==> src/rtl/mul_div_unit.sv <==
// Iterative radix-2 multiply/divide engine shared by MULT, DIV, MADD and MSUB.
// One shift-add or restoring shift-subtract step per cycle on latched operand magnitudes.
module mul_div_unit #(
    parameter int WIDTH = 32
) (
    input  logic               clk,
    input  logic               rst,
    input  logic               start_i,
    input  logic               annul_i,
    input  logic [2:0]         op_i,
    input  logic [WIDTH-1:0]   opdata1_i,
    input  logic [WIDTH-1:0]   opdata2_i,
    input  logic [2*WIDTH-1:0] hilo_i,
    output logic               busy_o,
    output logic               ready_o,
    output logic [2*WIDTH-1:0] result_o,
    output logic               div_by_zero_o
);

    localparam int CNT_W = $clog2(WIDTH) + 1;

    localparam logic [1:0] S_IDLE = 2'd0;
    localparam logic [1:0] S_CALC = 2'd1;
    localparam logic [1:0] S_FIN  = 2'd2;

    logic [1:0]         r_state;
    logic [CNT_W-1:0]   r_cnt;
    logic [1:0]         r_opCls;
    logic [2*WIDTH-1:0] r_hilo;
    logic [WIDTH-1:0]   r_b;
    logic [WIDTH-1:0]   r_hi;
    logic [WIDTH-1:0]   r_lo;
    logic               r_negRes;
    logic               r_negRem;
    logic               r_dbz;
    logic               r_busy;
    logic               r_ready;
    logic [2*WIDTH-1:0] r_result;
    logic               r_dbzOut;

    logic               w_isDiv;
    logic               w_aNeg;
    logic               w_bNeg;
    logic [WIDTH-1:0]   w_aMag;
    logic [WIDTH-1:0]   w_bMag;
    logic               w_opDiv;
    logic [WIDTH-1:0]   w_addend;
    logic [WIDTH:0]     w_mulSum;
    logic [WIDTH:0]     w_divShift;
    logic [WIDTH:0]     w_divTrial;
    logic               w_divOk;
    logic [2*WIDTH-1:0] w_prod;
    logic [2*WIDTH-1:0] w_prodS;
    logic [WIDTH-1:0]   w_quot;
    logic [WIDTH-1:0]   w_rem;
    logic [2*WIDTH-1:0] w_final;

    assign w_isDiv  = (op_i[2:1] == 2'b01);
    assign w_aNeg   = op_i[0] & opdata1_i[WIDTH-1];
    assign w_bNeg   = op_i[0] & opdata2_i[WIDTH-1];
    assign w_aMag   = w_aNeg ? -opdata1_i : opdata1_i;
    assign w_bMag   = w_bNeg ? -opdata2_i : opdata2_i;
    assign w_opDiv  = (r_opCls == 2'b01);

    // The partial remainder stays below the divisor, so the trial's top bit is a pure borrow flag.
    assign w_addend   = r_lo[0] ? r_b : '0;
    assign w_mulSum   = {1'b0, r_hi} + {1'b0, w_addend};
    assign w_divShift = {r_hi, r_lo[WIDTH-1]};
    assign w_divTrial = w_divShift - {1'b0, r_b};
    assign w_divOk    = ~w_divTrial[WIDTH];

    assign w_prod  = {r_hi, r_lo};
    assign w_prodS = r_negRes ? -w_prod : w_prod;
    assign w_quot  = r_negRes ? -r_lo : r_lo;
    assign w_rem   = r_negRem ? -r_hi : r_hi;
    assign w_final = w_opDiv          ? {w_rem, w_quot} :
                     (r_opCls == 2'b10) ? r_hilo + w_prodS :
                     (r_opCls == 2'b11) ? r_hilo - w_prodS : w_prodS;

    always_ff @(posedge clk or negedge rst) begin
        if (!rst) begin
            r_state  <= S_IDLE;
            r_cnt    <= '0;
            r_opCls  <= '0;
            r_hilo   <= '0;
            r_b      <= '0;
            r_hi     <= '0;
            r_lo     <= '0;
            r_negRes <= 1'b0;
            r_negRem <= 1'b0;
            r_dbz    <= 1'b0;
            r_busy   <= 1'b0;
            r_ready  <= 1'b0;
            r_result <= '0;
            r_dbzOut <= 1'b0;
        end else begin
            r_ready <= 1'b0;
            case (r_state)
                S_IDLE: begin
                    if (start_i && !annul_i) begin
                        r_opCls  <= op_i[2:1];
                        r_hilo   <= hilo_i;
                        r_negRes <= w_aNeg ^ w_bNeg;
                        r_negRem <= w_aNeg;
                        r_hi     <= '0;
                        r_cnt    <= '0;
                        r_busy   <= 1'b1;
                        // Divide keeps the divisor in r_b; multiply keeps the multiplicand there.
                        r_b      <= w_isDiv ? w_bMag : w_aMag;
                        r_lo     <= w_isDiv ? w_aMag : w_bMag;
                        r_dbz    <= w_isDiv && (opdata2_i == '0);
                        r_state  <= (w_isDiv && (opdata2_i == '0)) ? S_FIN : S_CALC;
                    end
                end
                S_CALC: begin
                    if (annul_i) begin
                        r_busy  <= 1'b0;
                        r_state <= S_IDLE;
                    end else begin
                        if (w_opDiv) begin
                            r_hi <= w_divOk ? w_divTrial[WIDTH-1:0] : w_divShift[WIDTH-1:0];
                            r_lo <= {r_lo[WIDTH-2:0], w_divOk};
                        end else begin
                            r_hi <= w_mulSum[WIDTH:1];
                            r_lo <= {w_mulSum[0], r_lo[WIDTH-1:1]};
                        end
                        r_cnt <= r_cnt + CNT_W'(1);
                        if (r_cnt == CNT_W'(WIDTH - 1)) begin
                            r_state <= S_FIN;
                        end
                    end
                end
                S_FIN: begin
                    r_busy  <= 1'b0;
                    r_state <= S_IDLE;
                    if (!annul_i) begin
                        r_result <= r_dbz ? '0 : w_final;
                        r_dbzOut <= r_dbz;
                        r_ready  <= 1'b1;
                    end
                end
                default: begin
                    r_busy  <= 1'b0;
                    r_state <= S_IDLE;
                end
            endcase
        end
    end

    assign busy_o        = r_busy;
    assign ready_o       = r_ready;
    assign result_o      = r_result;
    assign div_by_zero_o = r_dbzOut;

endmodule

==> config.mk <==
export PLATFORM = sky130hd
export DESIGN_NAME = mul_div_unit
export DESIGN_NICKNAME = d
export VERILOG_FILES = /design/src/rtl/mul_div_unit.sv
export SDC_FILE = /design/constraint.sdc
export NUM_CORES = 1
export LEC_CHECK = 0
export BUFFER_PORTS_ARGS = -buffer_cell sky130_fd_sc_hd__buf_2
export CAP_MARGIN = 20
export CORE_UTILIZATION = 40
export DETAILED_ROUTE_END_ITERATION = 12
export GPL_TIMING_DRIVEN = 1
export HOLD_SLACK_MARGIN = 0.08
export PLACE_DENSITY = 0.65
export SETUP_SLACK_MARGIN = 0.3
export SYNTH_ARGS = -nofsm -noshare
export SYNTH_HDL_FRONTEND = slang
export SYNTH_SLANG_ARGS = --single-unit
==> constraint.sdc <==
create_clock -name clk -period 5.8 [get_ports clk]
set_input_delay 0.29 -clock clk [delete_from_list [all_inputs] [get_ports clk]]
set_output_delay 0.29 -clock clk [all_outputs]
set_load 0.01 [all_outputs]
# After elaboration in Yosys (flattened, before gate mapping)
# Index checks and enable logic that the tools add are counted.
# Widths: inputs -> output; s select.
[word_totals]
inputBits = 135
reg_bits = 240
wordCells = 85
[classes]
n_reduce_logical = 11
n_addsub = 10
n_eq_ne = 11
mux = 34
bitwise = 5
[op_table]
columns = ["op", "n"]
rows = [
  ["$mux 32", 14],
  ["$mux 64", 5],
  ["$neg 32->32", 4],
  ["$pmux 32 s2", 2],
  ["$add 64x64->64", 1],
  ["$neg 64->64", 1],
  ["$sub 64x64->64", 1],
  ["$add 32x32->33", 1],
  ["$sub 33x32->33", 1],
  ["$logic_not 32->1", 1],
  ["$mux 6", 2],
  ["$pmux 6 s2", 1],
  ["$mux 2", 4],
  ["$reduce_and 2->1", 4],
  ["$add 6x1->6 const B", 1],
  ["$eq 2x1->1 const B", 3],
  ["$eq 2x2->1 const B", 3],
  ["$eq 6x5->1 const B", 1],
  ["$ne 2x2->1 const B", 3],
  ["$mux 1", 4],
  ["$pmux 2 s2", 1],
  ["$ne 3x3->1 const B", 1],
  ["$reduce_and 3->1", 1],
  ["$and 1x1->1", 2],
  ["other kinds (7)", 9],
]

# Depth between registers and ports, before layout
[logic_depth]
word_depth = 7
mapped_depth = 25
mapped_depth_nobuf = 23

# Least setup slack after synthesis
# Ideal clock, no wire load.
[synth_timing]
path_type = "reg-to-reg"
start = "reg r_lo[16]"
end = "reg r_result[63], in the netlist result_o[63]"
setup_ns = 0.076
path_stages_with_launch = 24
setup_slack_ns = 0.188
t_arrival_ns = 5.535
synth_period_minus_slack_ns = 5.612
n_path_buf = 4
path_cell_list = "dfrtp_1 buf_6 or4_4 or4_1 or4b_1 buf_2 or2_1 clkbuf_1 o21ai_0 xnor2_1 ha_1 clkbuf_1 inv_1 o31a_1 a2111oi_0 nor2_1 nor3_1 a21oi_1 o21ai_0 a41oi_1 mux2i_1 xnor2_1 o221ai_1 o21ai_1"
[synth_via]
elab_chain_cells = 7
elab_cells_between_ends = 8
classes_between = "add/sub: 3; mux: 5"
[synth_lines]
columns = ["element", "line_no", "source"]
rows = [
  ["start: declaration", "32", "logic [WIDTH-1:0] r_lo;"],
  ["start signal: assignment", "110", "r_lo <= w_isDiv ? w_aMag : w_bMag;"],
  ["start signal: assignment", "122", "r_lo <= {r_lo[WIDTH-2:0], w_divOk};"],
  ["start signal: assignment", "125", "r_lo <= {w_mulSum[0], r_lo[WIDTH-1:1]};"],
  ["$neg 64->64", "73", "assign w_prodS = r_negRes ? -w_prod : w_prod;"],
  ["$mux 64 (*)", "73", ""],
  ["$sub 64x64->64", "78", "(r_opCls == 2'b11) ? r_hilo - w_prodS : w_prodS;"],
  ["$mux 64", "78", ""],
  ["$mux 64 (*)", "77", "(r_opCls == 2'b10) ? r_hilo + w_prodS :"],
  ["$mux 64 (*)", "76", "assign w_final = w_opDiv ? {w_rem, w_quot} :"],
  ["$mux 64 (*)", "137", "r_result <= r_dbz ? '0 : w_final;"],
  ["end signal: assignment", "137", ""],
  ["end: declaration", "38", "logic [2*WIDTH-1:0] r_result;"],
]
# Mark *: on every way between the ends. The rest lies on a longest branch, timed or not.
# A chain may end at the register's enable or synchronous reset.

# Worst setup path after layout
[layout_timing]
start = "reg r_lo[18]"
end = "reg r_result[62], in the netlist result_o[62]"
# Same word-level chain as after synthesis.

==> impl_results.md <==
- First-pass GRT wire length: 150000 um
- CTS buffer count: 30
- Top cells by count, synth: 527 x nand2_1, 367 x a21oi_1, 300 x nor2_1
- Synth cell types: 82
- Min-delay worst type: in2reg
- Placed Cells: 4546
- Register share of total power: 0.146
- Critical-path cell list: or4_4 -> or4_4 -> or4b_4 -> or2_4 -> buf_12 -> o21ai_4 -> xnor2_4 -> ha_4 -> buf_4 -> inv_2 -> or3_1 -> buf_4 -> a31oi_2 -> o21ai_0 -> a21oi_2 -> a21oi_1 -> buf_4 -> o21ai_0 -> o221ai_1 -> xor2_1 -> a31oi_1
- Final HPWL DP: 76300 um
- CP required: 6.25 ns
- Detailed Route WL: 100000 um
- IO Port Bufs: 201
- Worst Tran Pin Value: 1.03 ns
- Critical path fanouts, max: 10
- Syn Inst Count: 3503
- Detail Route Antenna Nets: 0
- Hold Crit Start: opdata2_i[16]
- RSZ-0062 raised after global routing: yes
- Crit path kind: reg2reg
- Share of cells above drive strength 1: 0.187
- Switching portion of total power: 0.509
- Reg2reg start: r_lo[18]
- Wirelength per Cell: 21.3 um
- Clk_lat worst skew: 0.62 ns
- Final Max Tran Viols: 0
- DRC: 0
- PwrDens: 542 mW/mm2
- Final hold viol count: 0
- Register area share after synthesis: 0.235
- Initial DRC count: 2819
- Area of the multi-input gates: 0.0193 mm2
- Die outline area: 0.0650 mm2
- Starting Density: 0.405
- CP arrival: 5.92 ns
- Worst IR drop on VDD: 0.000363 V
- Flip-flop and latch area: 0.00601 mm2
- Final Power: 17.3 mW
- CP startpoint kind: register
- Die Y: 255 um
- Critical Path Sink Type: register
- Clk root buf: clkbuf_16
- RD Place Congestion: 1.03
- GR Overflow Total: 0
- Top FF cell, synth: dfrtp_1
- EDFF count, synth: 0
- Tot GR Track Use: 0.297
- Crit path setup slack, layout: 0.331 ns
- Max-Cap Viols: 0
- Leading area contributor after synthesis: dfrtp_1
- Clock power frac: 0.129
- Clock skew: 0.0359 ns
- CTS Buffer Depth: 3
- Worst-path clk slew: 0.07 ns
- Worst slack at placement: -0.356 ns
- Die X: 255 um
- Fill count: 6176
- Vias per inst: 5.79
- Cell area after synthesis: 0.0256 mm2
- Max stage delay on crit path: 0.60 ns
- Dpl cell area: 0.0285 mm2
- Final setup violation count: 0
- CTS tree: yes
- DR pass1 iterations: 6
- Max Freq: 0.183 GHz
- Largest net degree at the start of global routing: 137
- Status: finished clean
- Critical path buffers and inverters: 5
- Ys Warns: 0
- Family with the most delay on the worst path: simple AND/OR/NAND/NOR gates
- Post-route cell area: 0.0319 mm2
- Share of the synthesized area in the top cell type: 0.235
- Fin nets: 4197
- Hold slack: 0.120 ns
- CP dominant cell by count: buf_4
- Post-synthesis async set-or-reset flop share: 1.00
- Vias in the first global route: 25000
- Final worst-path cycle share: 0.943
- Num rows: 92
- Initial antenna violation count: 1
- Setup TNS: 0 ns
- Clock tree sinks: 240
- Core area: 0.0632 mm2
- Critical path's slowest cell: or4b_4
- FF+latch count, synth: 240
- Max_slew headroom: 0.315
- Final non-filler cell total: 4709
- Largest cells by area after synthesis: dfrtp_1 23%, ha_1 11%, nand2_1 7.7%
- Final min period: 5.47 ns
- CTS H-Tree Depth: 1
- Post-layout util: 0.504
- Internal: 8.49 mW
- P&R area growth vs syn: 24.5%
- Combinational share of power: 0.726
- LEAKAGE: 14.6 nW
- Syn Area/Cell: 7.31 um2
- Worst Setup SP: r_lo[18]
- Vias: 27300
- I/O pin cnt: 202
- Sw power: 8.80 mW
- Syn Nets: 3862
- Count leader, synth: nand2_1
==> layer usage <==
metal / GRT usage / up-vias / routed length, um
li1: - / 13000 / -
met1: 0.433 / 13000 / 46500
met3: 0.0392 / 154 / 7110
met4: 0.0802 / 4 / 2700
met2: 0.458 / 1051 / 43900
met5: 0 / - / 33
==> cells by family (layout without fill, tap and decap cells) <==
kind of cell	Yosys count	after routing	share of synthesized area
flip-flops	240	240	0.235
multiplexers	52	52	0.0231
AO/OA/AOI/OAI	1100	1100	0.264
adder cells (fa/ha/maj)	224	224	0.111
other	0	1	0
AND/OR/NAND/NOR	1188	1188	0.206
XOR/XNOR	296	296	0.102
buffers and inverters	403	762	0.0596
==> power by group through the flow <==
stage | logic [mW] | registers [mW] | clock network [mW]
after detailed placement | 11.2 | 2.50 | 0
after floorplan | 7.63 | 2.25 | 0
after global placement | 11.2 | 2.50 | 0
final | 12.5 | 2.52 | 2.22
after CTS | 11.5 | 2.48 | 2.26
after global routing | 13.5 | 2.55 | 2.31
==> cells in the final DEF, fill, tap and decap left out, drive strengths merged, types with 60 or more instances in the layout <==
cell         Yosys  routed
a21o            63      63
a21oi          367     367
buf             18     443
dfrtp          240     240
dlygate4sd3      0      73
ha             220     220
inv            188     190
nand2          527     527
nand3           60      60
nor2           300     300
nor3            61      61
o21ai          292     292
xnor2          193     193
xor2           103     103
==> state kept, by name (all words and copies together), names as in the netlist <==
signal / flops
ready_o: 1
r_dbz: 1
r_opCls: 2
r_hi: 32
div_by_zero_o: 1
result_o: 64
busy_o: 1
r_lo: 32
r_negRem: 1
r_b: 32
r_negRes: 1
r_cnt: 6
r_hilo: 64
r_state: 2
==> final cells by class <==
type	count	share of cell area
repair buffers	516	0.114
diodes	1	0.0000785
flip-flops and latches	240	0.189
clock buffers	33	0.0242
clock inverters	23	0.0124
multi-input cells	2860	0.605
inverters	190	0.0224
well taps	846	0.0332
==> worst reg2reg max path, cell delays in order, from the launching register on <==
cell and delay [ns]:
dfrtp_1 0.39, or4_4 0.55, or4_4 0.43, or4b_4 0.60, or2_4 0.29, buf_12 0.15, o21ai_4 0.18, xnor2_4 0.12
ha_4 0.32, buf_4 0.14, inv_2 0.07, or3_1 0.43, buf_4 0.17, a31oi_2 0.20, o21ai_0 0.16, a21oi_2 0.26
a21oi_1 0.12, buf_4 0.17, o21ai_0 0.15, o221ai_1 0.14, xor2_1 0.17, a31oi_1 0.10
==> final timing paths <==
kind	depth (start not counted)	slack [ns]	end
worst max-delay path	21	0.33	result_o[62]
worst min-delay path	4	0.12	r_b[16]
worst max register to register	21	0.33	result_o[62]
worst min register to register	2	0.48	result_o[17]
max in group asynchronous	3	4.12	r_negRes
min in group asynchronous	2	0.30	r_hilo[47]
==> repair_timing <==
action                     CTS  global route
buffers inserted            11            21
setup endpoints to repair   30            36
resized for setup           69           175
cloned                       0             0
hold buffers                73             0
hold endpoints to repair   174             0
pin swaps                   16            64
No activity file was read; power rests on OpenSTA's default activity.
